$ cat src/rtl/game_timer_if.sv
// game_timer_if -- control/status bundle for the game_timer block.
//
// Purpose: groups the mode/direction/clear/load controls and the registered
// count/tick/wrap/running status of game_timer into one port.
//
// Signals:
//   mode      2      00 stop, 01 slow, 10 medium, 11 fast
//   dir       1      0 count up, 1 count down
//   clear     1      synchronous clear (level)
//   load      1      synchronous load strobe
//   load_val  WIDTH  value taken on load
//   count     WIDTH  current count (registered)
//   tick      1      one-cycle pulse on each advance
//   wrap      1      one-cycle pulse when an advance crosses the boundary
//   running   1      registered mode is not stop
//   limit     WIDTH  up-count terminal value   (GAME_TIMER_LIMIT_EN only)
//   done      1      limit reached, advances held (GAME_TIMER_LIMIT_EN only)
//
// Modports: master drives the controls, slave (the timer) drives the status.
// Optional macro: GAME_TIMER_LIMIT_EN adds limit/done.

interface game_timer_if #(
    parameter int WIDTH = 12
);
    logic [1:0]       mode;
    logic             dir;
    logic             clear;
    logic             load;
    logic [WIDTH-1:0] load_val;
    logic [WIDTH-1:0] count;
    logic             tick;
    logic             wrap;
    logic             running;
`ifdef GAME_TIMER_LIMIT_EN
    logic [WIDTH-1:0] limit;
    logic             done;

    modport master (
        output mode, dir, clear, load, load_val, limit,
        input  count, tick, wrap, running, done
    );

    modport slave (
        input  mode, dir, clear, load, load_val, limit,
        output count, tick, wrap, running, done
    );
`else
    modport master (
        output mode, dir, clear, load, load_val,
        input  count, tick, wrap, running
    );

    modport slave (
        input  mode, dir, clear, load, load_val,
        output count, tick, wrap, running
    );
`endif
endinterface

$ cat src/rtl/game_timer.sv
// game_timer -- prescaled game-tick counter.
//
// Purpose: a speed-mode-selected prescaler produces advances that step a
// WIDTH-bit up/down counter with clear, load, tick and wrap strobes. Used for
// maze game timing from the single system clock; no derived clocks.
//
// Ports:
//   Clk    in   system clock, rising edge
//   reset  in   asynchronous active-low reset
//   bus    game_timer_if.slave: mode, dir, clear, load, load_val in;
//          count, tick, wrap, running out (limit in / done out when enabled)
//
// Optional macro: GAME_TIMER_LIMIT_EN -- adds limit/done; once done is set
// advances are suppressed until clear or load.
//
// Speed modes (registered in mode_q):
//   mode | meaning
//   00   | stop: prescaler holds, no advances
//   01   | slow: one advance every DIV_SLOW cycles
//   10   | medium: one advance every DIV_MED cycles
//   11   | fast: one advance every DIV_FAST cycles

module game_timer #(
    parameter int WIDTH      = 12,
    parameter int PRESCALE_W = 8,
    parameter int DIV_SLOW   = 32,
    parameter int DIV_MED    = 16,
    parameter int DIV_FAST   = 8
) (
    input logic          Clk,
    input logic          reset,
    game_timer_if.slave  bus
);

    localparam logic [1:0] MODE_STOP = 2'b00;
    localparam logic [1:0] MODE_SLOW = 2'b01;
    localparam logic [1:0] MODE_MED  = 2'b10;
    localparam logic [1:0] MODE_FAST = 2'b11;

    // Terminal prescaler values; DIV <= 2^PRESCALE_W so DIV-1 always fits.
    localparam logic [PRESCALE_W-1:0] TC_SLOW = PRESCALE_W'(DIV_SLOW - 1);
    localparam logic [PRESCALE_W-1:0] TC_MED  = PRESCALE_W'(DIV_MED - 1);
    localparam logic [PRESCALE_W-1:0] TC_FAST = PRESCALE_W'(DIV_FAST - 1);

    logic [1:0]            mode_q;
    logic [PRESCALE_W-1:0] presc_q;
    logic [PRESCALE_W-1:0] presc_nxt;
    logic [PRESCALE_W-1:0] tc_sel;
    logic [WIDTH-1:0]      count_q;
    logic [WIDTH-1:0]      count_nxt;
    logic                  tick_q;
    logic                  wrap_q;
    logic                  mode_chg;
    logic                  at_tc;
    logic                  adv_raw;
    logic                  adv;
    logic                  crosses;
`ifdef GAME_TIMER_LIMIT_EN
    logic                  done_q;
    logic                  hits_end;
`endif

    always_comb begin
        tc_sel = TC_SLOW;
        case (bus.mode)
            MODE_SLOW: tc_sel = TC_SLOW;
            MODE_MED:  tc_sel = TC_MED;
            MODE_FAST: tc_sel = TC_FAST;
            default:   tc_sel = TC_SLOW;
        endcase
    end

    // A mode change restarts the period so a new speed always gets a full
    // period before its first tick.
    assign mode_chg = (bus.mode != mode_q);
    assign at_tc    = (presc_q == tc_sel);
    assign adv_raw  = !mode_chg && (bus.mode != MODE_STOP) && at_tc;

    always_comb begin
        presc_nxt = presc_q + 1'b1;
        if (mode_chg) begin
            presc_nxt = '0;
        end else if (bus.mode == MODE_STOP) begin
            presc_nxt = presc_q;
        end else if (at_tc) begin
            presc_nxt = '0;
        end
    end

    always_comb begin
        count_nxt = bus.dir ? (count_q - 1'b1) : (count_q + 1'b1);
        crosses   = bus.dir ? (count_q == '0) : (&count_q);
    end

`ifdef GAME_TIMER_LIMIT_EN
    // done latches the first advance that lands on the end value and then
    // blocks further advances; the prescaler keeps running underneath.
    assign adv      = adv_raw && !done_q;
    assign hits_end = bus.dir ? (count_nxt == '0) : (count_nxt == bus.limit);
`else
    assign adv = adv_raw;
`endif

    always_ff @(posedge Clk or negedge reset) begin
        if (!reset) begin
            mode_q  <= MODE_STOP;
            presc_q <= '0;
            count_q <= '0;
            tick_q  <= 1'b0;
            wrap_q  <= 1'b0;
`ifdef GAME_TIMER_LIMIT_EN
            done_q  <= 1'b0;
`endif
        end else begin
            mode_q <= bus.mode;
            tick_q <= 1'b0;
            wrap_q <= 1'b0;
            if (bus.clear) begin
                count_q <= '0;
                presc_q <= '0;
`ifdef GAME_TIMER_LIMIT_EN
                done_q  <= 1'b0;
`endif
            end else if (bus.load) begin
                count_q <= bus.load_val;
                presc_q <= '0;
`ifdef GAME_TIMER_LIMIT_EN
                done_q  <= 1'b0;
`endif
            end else begin
                presc_q <= presc_nxt;
                if (adv) begin
                    count_q <= count_nxt;
                    tick_q  <= 1'b1;
                    wrap_q  <= crosses;
`ifdef GAME_TIMER_LIMIT_EN
                    done_q  <= hits_end;
`endif
                end
            end
        end
    end

    assign bus.count   = count_q;
    assign bus.tick    = tick_q;
    assign bus.wrap    = wrap_q;
    assign bus.running = (mode_q != MODE_STOP);
`ifdef GAME_TIMER_LIMIT_EN
    assign bus.done    = done_q;
`endif

endmodule

$ cat src/flat_wrapper.sv
// flat-port wrapper written by rule: the top's interface ports become plain ports
module game_timer_flat 
#(
    parameter int WIDTH      = 12,
    parameter int PRESCALE_W = 8,
    parameter int DIV_SLOW   = 32,
    parameter int DIV_MED    = 16,
    parameter int DIV_FAST   = 8
)
  (Clk, reset, bus_mode, bus_dir, bus_clear, bus_load, bus_load_val, bus_count, bus_tick, bus_wrap, bus_running);
  game_timer_if #(.WIDTH(WIDTH)) bus_i ();
  input logic Clk;
  input logic reset;
  input wire logic [$bits(bus_i.mode)-1:0] bus_mode;
  input wire logic [$bits(bus_i.dir)-1:0] bus_dir;
  input wire logic [$bits(bus_i.clear)-1:0] bus_clear;
  input wire logic [$bits(bus_i.load)-1:0] bus_load;
  input wire logic [$bits(bus_i.load_val)-1:0] bus_load_val;
  output wire logic [$bits(bus_i.count)-1:0] bus_count;
  output wire logic [$bits(bus_i.tick)-1:0] bus_tick;
  output wire logic [$bits(bus_i.wrap)-1:0] bus_wrap;
  output wire logic [$bits(bus_i.running)-1:0] bus_running;
  assign bus_i.mode = bus_mode;
  assign bus_i.dir = bus_dir;
  assign bus_i.clear = bus_clear;
  assign bus_i.load = bus_load;
  assign bus_i.load_val = bus_load_val;
  assign bus_count = bus_i.count;
  assign bus_tick = bus_i.tick;
  assign bus_wrap = bus_i.wrap;
  assign bus_running = bus_i.running;
  game_timer #(.WIDTH(WIDTH), .PRESCALE_W(PRESCALE_W), .DIV_SLOW(DIV_SLOW), .DIV_MED(DIV_MED), .DIV_FAST(DIV_FAST)) u_core (.Clk(Clk), .reset(reset), .bus(bus_i));
endmodule
$ cat config.mk
export PLATFORM = sky130hd
export DESIGN_NAME = game_timer_flat
export DESIGN_NICKNAME = d
export VERILOG_FILES = /design/src/rtl/game_timer_if.sv /design/src/rtl/game_timer.sv /design/src/flat_wrapper.sv
export SDC_FILE = /design/constraint.sdc
export NUM_CORES = 1
export LEC_CHECK = 0
export ABC_AREA = 1
export BUFFER_PORTS_ARGS = -buffer_cell sky130_fd_sc_hd__clkbuf_2
export CORE_MARGIN = 4
export CORE_UTILIZATION = 55
export DETAILED_ROUTE_END_ITERATION = 10
export HOLD_SLACK_MARGIN = 0.06
export PLACE_DENSITY_LB_ADDON = 0.2
export SLEW_MARGIN = 20
export SYNTH_ARGS = -nofsm -noshare
export SYNTH_HDL_FRONTEND = slang
export SYNTH_SLANG_ARGS = --single-unit
$ cat constraint.sdc
create_clock -name Clk -period 2.8 [get_ports Clk]
set_input_delay 0.14 -clock Clk [delete_from_list [all_inputs] [get_ports Clk]]
set_output_delay 0.14 -clock Clk [all_outputs]
set_load 0.005 [all_outputs]
==> results of run 1 <==
==> timing repair <==
| action | 4_1_cts | 5_1_grt |
|---|---|---|
| setup buffers | 0 | 0 |
| endpoints found under the hold margin | 26 | 0 |
| hold buffers | 3 | 0 |
==> power groups by stage <==
stage / clock network [uW] / registers, uW / logic, uW
finish: 268 / 404 / 336
floorplan: 0 / 403 / 230
global route: 285 / 408 / 387
CTS: 273 / 404 / 335
global placement: 0 / 410 / 323
detailed placement: 0 / 410 / 329
==> final cells by class <==
| type | count | area (sq um) |
|---|---|---|
| clock buffer | 3 | 22.5 |
| clock inverter | 1 | 30.0 |
| fill | 345 | 1140 |
| inverter | 42 | 158 |
| multi-input combinational | 226 | 1160 |
| sequential | 24 | 601 |
| tap | 46 | 57.6 |
| timing repair buffer | 36 | 195 |
==> Yosys cell counts (2+ instances only) <==
cell type and count:
sky130_fd_sc_hd__nand2_1 101, sky130_fd_sc_hd__clkbuf_1 2, sky130_fd_sc_hd__nand2_4 2, sky130_fd_sc_hd__dfrtp_1 24, sky130_fd_sc_hd__o21ai_0 6, sky130_fd_sc_hd__nor2_1 30
sky130_fd_sc_hd__nor2_2 6, sky130_fd_sc_hd__xor2_1 4, sky130_fd_sc_hd__o21ai_1 3, sky130_fd_sc_hd__xnor2_1 2, sky130_fd_sc_hd__inv_1 41, sky130_fd_sc_hd__nand3_1 29
sky130_fd_sc_hd__ha_1 11, sky130_fd_sc_hd__nand4_1 6, sky130_fd_sc_hd__o22ai_1 9, sky130_fd_sc_hd__a21oi_1 4
==> per-layer routing <==
metal | up-vias | wire length, microns | part of all wire [%] | global-route usage [%]
met1 | 865 | 2330 | 48 | 35.3
met5 | - | 0 | 0 | 0
li1 | 1022 | - | - | -
met3 | 7 | 411 | 8.4 | 2.19
met2 | 84 | 2040 | 42 | 36.4
met4 | 0 | 84 | 1.7 | 8.61
==> worst reg2reg max path: stages (launching register included) <==
cell                      delay, ns
sky130_fd_sc_hd__dfrtp_1       0.46
sky130_fd_sc_hd__inv_1         0.12
sky130_fd_sc_hd__fa_1          0.46
sky130_fd_sc_hd__o21ai_0       0.26
sky130_fd_sc_hd__nand2_1       0.11
sky130_fd_sc_hd__nand2_1       0.07
sky130_fd_sc_hd__nand2_1       0.05
sky130_fd_sc_hd__o22ai_1       0.15
sky130_fd_sc_hd__o21ai_1       0.07
==> registers in the layout, indices dropped and copies added, names as in the netlist <==
name / count
u_core.presc_q: 8
u_core.bus.wrap: 1
u_core.mode_q: 2
u_core.bus.tick: 1
u_core.bus.count: 12
==> path summary, 6_finish.rpt <==
check | to | slack, ns | cells past startpoint
max in group asynchronous | u_core.presc_q[2]$_DFFE_PN0P_ | 2.05 | 2
min in group asynchronous | u_core.bus.count[9]$_DFFE_PN0P_ | 0.33 | 2
hold / removal | u_core.bus.count[4]$_DFFE_PN0P_ | 0.07 | 3
setup reg to reg | u_core.bus.count[4]$_DFFE_PN0P_ | 0.98 | 8
setup / recovery | u_core.bus.count[4]$_DFFE_PN0P_ | 0.98 | 8
hold reg to reg | u_core.presc_q[1]$_DFFE_PN0P_ | 0.55 | 1
==> kinds of logic (layout without fill, tap and decap cells) <==
group	count (synthesis)	count (layout)	share of synthesized area, %
buf+inv	44	82	8.59
simple gates	182	182	41.3
fa+ha+maj	12	12	8.20
xor+xnor	6	6	2.73
flops	24	24	31.3
compound gates	26	26	7.88
==> metrics by stage <==
step / power, uW / util [%]
floorplan: 633 / -
global placement: 732 / 63.5
detailed placement: 739 / 63.5
CTS: 1010 / 66.0
global route: 1080 / 66.0
finish: 1010 / 66.0
==> reports/metrics.cfg, run 1 <==
[drt]
drt.antenna.violating_nets = 0
via_count = 1978
drt-vias-per-instance = 5.23
detail_route.iter0.violations = 108
drc = 0
drt_first_pass_iters = 4
detail_route.wirelength_microns = 4870
drt-wirelength-per-cell_microns = 12.9

[final_layout]
number_of_nets_in_the_layout = 364
post_layout_nonfiller_instances = 378
layout_common_cells = sky130_fd_sc_hd__nand2_1, sky130_fd_sc_hd__inv_1, sky130_fd_sc_hd__clkbuf_2
area_growth_pct = 15.5
layout-drive-gt1-share_pct = 15.1
antenna-diode-count = 0
leading_cell_type_in_the_layout_fill_and_taps_excluded = sky130_fd_sc_hd__nand2_1
layout.cell_area.non_filler_sq_um = 2220

[timing]
finalHoldViolations = 0
finalClockSkew_ns = 0.0182
setup_repair_after_global_routing_missed_its_margin = no
layout_min_cycle_time_ns = 1.82
finalSetupViolCount = 0
post-route-period-util_pct = 64.9
fin_worst_hold_slack_ns = 0.0667
slew-limit-headroom_pct = 54.7
max_freq_mhz = 550
final-max-slew-violation-count = 0
worst_slew_pin_slew_ns = 0.679
post-route-worst-setup-slack_ns = 0.982
fin_tns_setup_ns = 0

[placed_design]
placed_cells = 371
placed_cell_area_sq_um = 2140
io_buffer_count = 33
dp_worst_setup_slack_ns = 1.00
final_hpwl_dp_microns = 3700
routability_driven_placement_congestion_ratio = 0.960

[synth]
postSynthCellCount = 294
synth_largest_area_cell = sky130_fd_sc_hd__dfrtp_1
synth_seq_area_share_pct = 31.3
synth_enable_flop_cells = 0
synth_warnings = 0
share_of_flip_flops_with_an_asynchronous_set_or_reset_pct = 100
synthesis.nets = 325
synth_ff_type = sky130_fd_sc_hd__dfrtp_1
synth.area.top_cells = sky130_fd_sc_hd__dfrtp_1, sky130_fd_sc_hd__nand2_1, sky130_fd_sc_hd__inv_1, sky130_fd_sc_hd__nand3_1, sky130_fd_sc_hd__ha_1
synth_area_per_cell_sq_um = 6.54
synth_top_area_share_pct = 31.3
synth_area_sq_um = 1920
yosys_register_bits = 24
yosys.cell_types.count = 30

[setup_path]
worst_setup_path_start_kind = flop
regToRegStartpoint = u_core.bus.count[0]$_DFFE_PN0P_
cp_data_required_time_ns = 3.06
arrival_ns = 2.07
critical_path.endpoint_type = flop
path_buf_inv = 1
cell_with_the_biggest_individual_delay_on_the_critical_path = sky130_fd_sc_hd__dfrtp_1
crit_path_frequent_cell = sky130_fd_sc_hd__nand2_1
cp_max_fo = 6
setup.worst_path.class = reg2reg
critical_path_origin = u_core.bus.count[0]$_DFFE_PN0P_
critical-path-max-stage-delay_ns = 0.46
crit_path_cell_trace = inv_1 -> fa_1 -> o21ai_0 -> nand2_1 -> nand2_1 -> nand2_1 -> o22ai_1 -> o21ai_1
critical-path-top-delay-family = compound AO/OA/AOI/OAI gates

[pwr]
internal-power_uw = 643
p_switching_uw = 365
share_comb_of_total_power_pct = 33.3
power_density_normalized_to_cell_area_nw_per_um2 = 454
switching_share_pct = 36.2
cellLeakagePower_uw = 0.00122
ir_worst_vdd_v = 0.000261
sequentialPowerShare_pct = 40.1
clockPowerShare_pct = 26.6

[global_routing]
pin_count_of_the_biggest_net_entering_global_routing = 25
globalRoute.totalOverflow = 0
global_route.usage.total_pct = 24.0
antenna_found_initial = 0
grt_pass1_vias = 1773
grt_first_pass_wirelength_microns = 8170

[floorplanning]
initial_core_util_pct = 57.1
fp-row-count = 21
die_area_sq_um = 4500
coreArea_sq_um = 3360
pin_count = 34
die_wd_microns = 67.1
dieHeight_microns = 67.1

[status]
status = finished clean

[clocking]
ctsHtreeMaxLevel = 1
cts_root_buffer = sky130_fd_sc_hd__clkbuf_4
clock_latency_ns = 0.35
clock_pin_slew_reported_for_the_worst_setup_and_hold_paths_after_clock_tree_synthesis_ns = 0.16
clockBufferDepth = 2
cts_sinks = 24
cts_made_buffers = 3
cts.repair.resized = 0
clock_tree_from_tritoncts = yes

[min_path]
hold_path.class = in2reg
hold_path_start = bus_load_val[4]

[job]
max_cap_violations = 0

(Power assumes the default switching activity.)
==> inputs of run 2 (changes only) <==
Clock period 2.8 ns to 1.8 ns, I/O delays scaled along.
==> reports/metrics.cfg, run 2 (synthesized netlist as in run 1, its figures left out) <==
[status]
status = finished clean

[setup_path]
regToRegStartpoint = u_core.bus.count[2]$_DFFE_PN0P_
setup.worst_path.class = reg2reg
critical_path_origin = u_core.bus.count[2]$_DFFE_PN0P_
cp_max_fo = 6
cp_data_required_time_ns = 2.05
worst_setup_path_start_kind = flop
arrival_ns = 1.91
critical_path.endpoint_type = flop

[drt]
drt.antenna.violating_nets = 0
drt-vias-per-instance = 5.26
detail_route.wirelength_microns = 4910
drc = 0
drt-wirelength-per-cell_microns = 12.6
via_count = 2057
detail_route.iter0.violations = 111
drt_first_pass_iters = 4

[timing]
layout_min_cycle_time_ns = 1.67
finalSetupViolCount = 0
max_freq_mhz = 600
slew-limit-headroom_pct = 59.2
setup_repair_after_global_routing_missed_its_margin = no
final-max-slew-violation-count = 0
worst_slew_pin_slew_ns = 0.612
finalHoldViolations = 0
finalClockSkew_ns = 0.0115
fin_tns_setup_ns = 0
post-route-period-util_pct = 92.6
fin_worst_hold_slack_ns = 0.0621

[global_routing]
grt_first_pass_wirelength_microns = 8540
antenna_found_initial = 0
pin_count_of_the_biggest_net_entering_global_routing = 25
grt_pass1_vias = 1901
globalRoute.totalOverflow = 0
global_route.usage.total_pct = 24.5

[floorplanning]
pin_count = 34
dieHeight_microns = 67.1
initial_core_util_pct = 57.1
die_area_sq_um = 4500
die_wd_microns = 67.1
fp-row-count = 21
coreArea_sq_um = 3360

[pwr]
ir_worst_vdd_v = 0.000400
power_density_normalized_to_cell_area_nw_per_um2 = 690
total_power_uw = 1620
cellLeakagePower_uw = 0.00129

[job]
max_cap_violations = 0

[clocking]
clock_tree_from_tritoncts = yes
clockBufferDepth = 2
clock_pin_slew_reported_for_the_worst_setup_and_hold_paths_after_clock_tree_synthesis_ns = 0.15
cts_sinks = 24
ctsHtreeMaxLevel = 1
cts_root_buffer = sky130_fd_sc_hd__clkbuf_4
cts_made_buffers = 3
clock_latency_ns = 0.33

[final_layout]
sequential_cell_area_sq_um = 601
area_growth_pct = 21.9
fillerInstances = 316
number_of_nets_in_the_layout = 377
multi_input_area_sq_um = 1180
layout-drive-gt1-share_pct = 19.1
leading_cell_type_in_the_layout_fill_and_taps_excluded = sky130_fd_sc_hd__nand2_1
layout_common_cells = sky130_fd_sc_hd__nand2_1, sky130_fd_sc_hd__inv_1, sky130_fd_sc_hd__clkbuf_2
layout.cell_area.non_filler_sq_um = 2340
largest_register_ffs = 12
antenna-diode-count = 0

[placed_design]
io_buffer_count = 33
placed_cell_area_sq_um = 2200
routability_driven_placement_congestion_ratio = 0.930
final_hpwl_dp_microns = 3810

[min_path]
hold_path.class = in2reg
hold_path_start = bus_load_val[2]

==> run 2: cell types whose count changed in the layout (fill, tap and decap cells not counted), sizes merged <==
| cell | change |
|---|---|
| buf | +11 |
| dlygate4sd3 | +2 |
==> run 2: through the flow <==
step	utilization, %	std cells	worst slack [ns]
2_1_floorplan	-	294	0.173
3_3_place_gp	65.6	380	0.160
3_5_place_dp	65.6	380	0.0789
4_1_cts	68.6	389	0.0640
5_1_grt	69.6	391	0.000548
6_report	69.6	391	0.133
==> run 2: layout make-up <==
cell class                 instances  share of cell area, %
timing repair buffer              49                   12.7
multi-input combinational        226                   50.2
tap                               46                   2.46
sequential                        24                   25.6
clock buffer                       3                  0.962
inverter                          42                   6.73
clock inverter                     1                   1.28
==> run 2: routing by layer <==
metal / wire length, microns / vias to the layer above / share of wire, % / GRT usage [%]
li1: - / 1047 / - / -
met1: 2300 / 915 / 47 / 36.0
met2: 2150 / 89 / 44 / 38.2
met3: 414 / 6 / 8.4 / 2.87
met4: 45 / 0 / 0.92 / 5.82
met5: 0 / - / 0 / 0
==> run 2: report_power, final <==
group,leakage [uW],internal [uW],switching (uW)
combinational,0.000943,240,359
clock,0.0000279,225,184
sequential,0.000317,574,33.0
total,0.00129,1040,577
==> run 2: timing repair <==
item	CTS	global route
buffers inserted	0	2
gates resized for setup	0	7
setup endpoints to repair	0	6
hold buffers	5	0
hold endpoints to repair	28	0
==> run 2: final timing paths <==
path	end	slack [ns]	cells after the start
max	u_core.bus.count[5]$_DFFE_PN0P_	0.13	9
min	u_core.bus.count[2]$_DFFE_PN0P_	0.06	3
max reg2reg	u_core.bus.count[5]$_DFFE_PN0P_	0.13	9
min reg2reg	u_core.presc_q[0]$_DFFE_PN0P_	0.55	1
max in group asynchronous	u_core.presc_q[2]$_DFFE_PN0P_	1.12	2
min in group asynchronous	u_core.bus.count[9]$_DFFE_PN0P_	0.27	2
==> run 2: critical path, cell delays in order (launching register included) <==
cell and delay, ns:
sky130_fd_sc_hd__dfrtp_1 0.45, sky130_fd_sc_hd__ha_1 0.39, sky130_fd_sc_hd__nand2_1 0.13, sky130_fd_sc_hd__nand3_2 0.14, sky130_fd_sc_hd__nand2_1 0.12, sky130_fd_sc_hd__nand3b_1 0.09
sky130_fd_sc_hd__nand3_1 0.09, sky130_fd_sc_hd__nand2_1 0.05, sky130_fd_sc_hd__nand3_1 0.06, sky130_fd_sc_hd__nand2_1 0.05
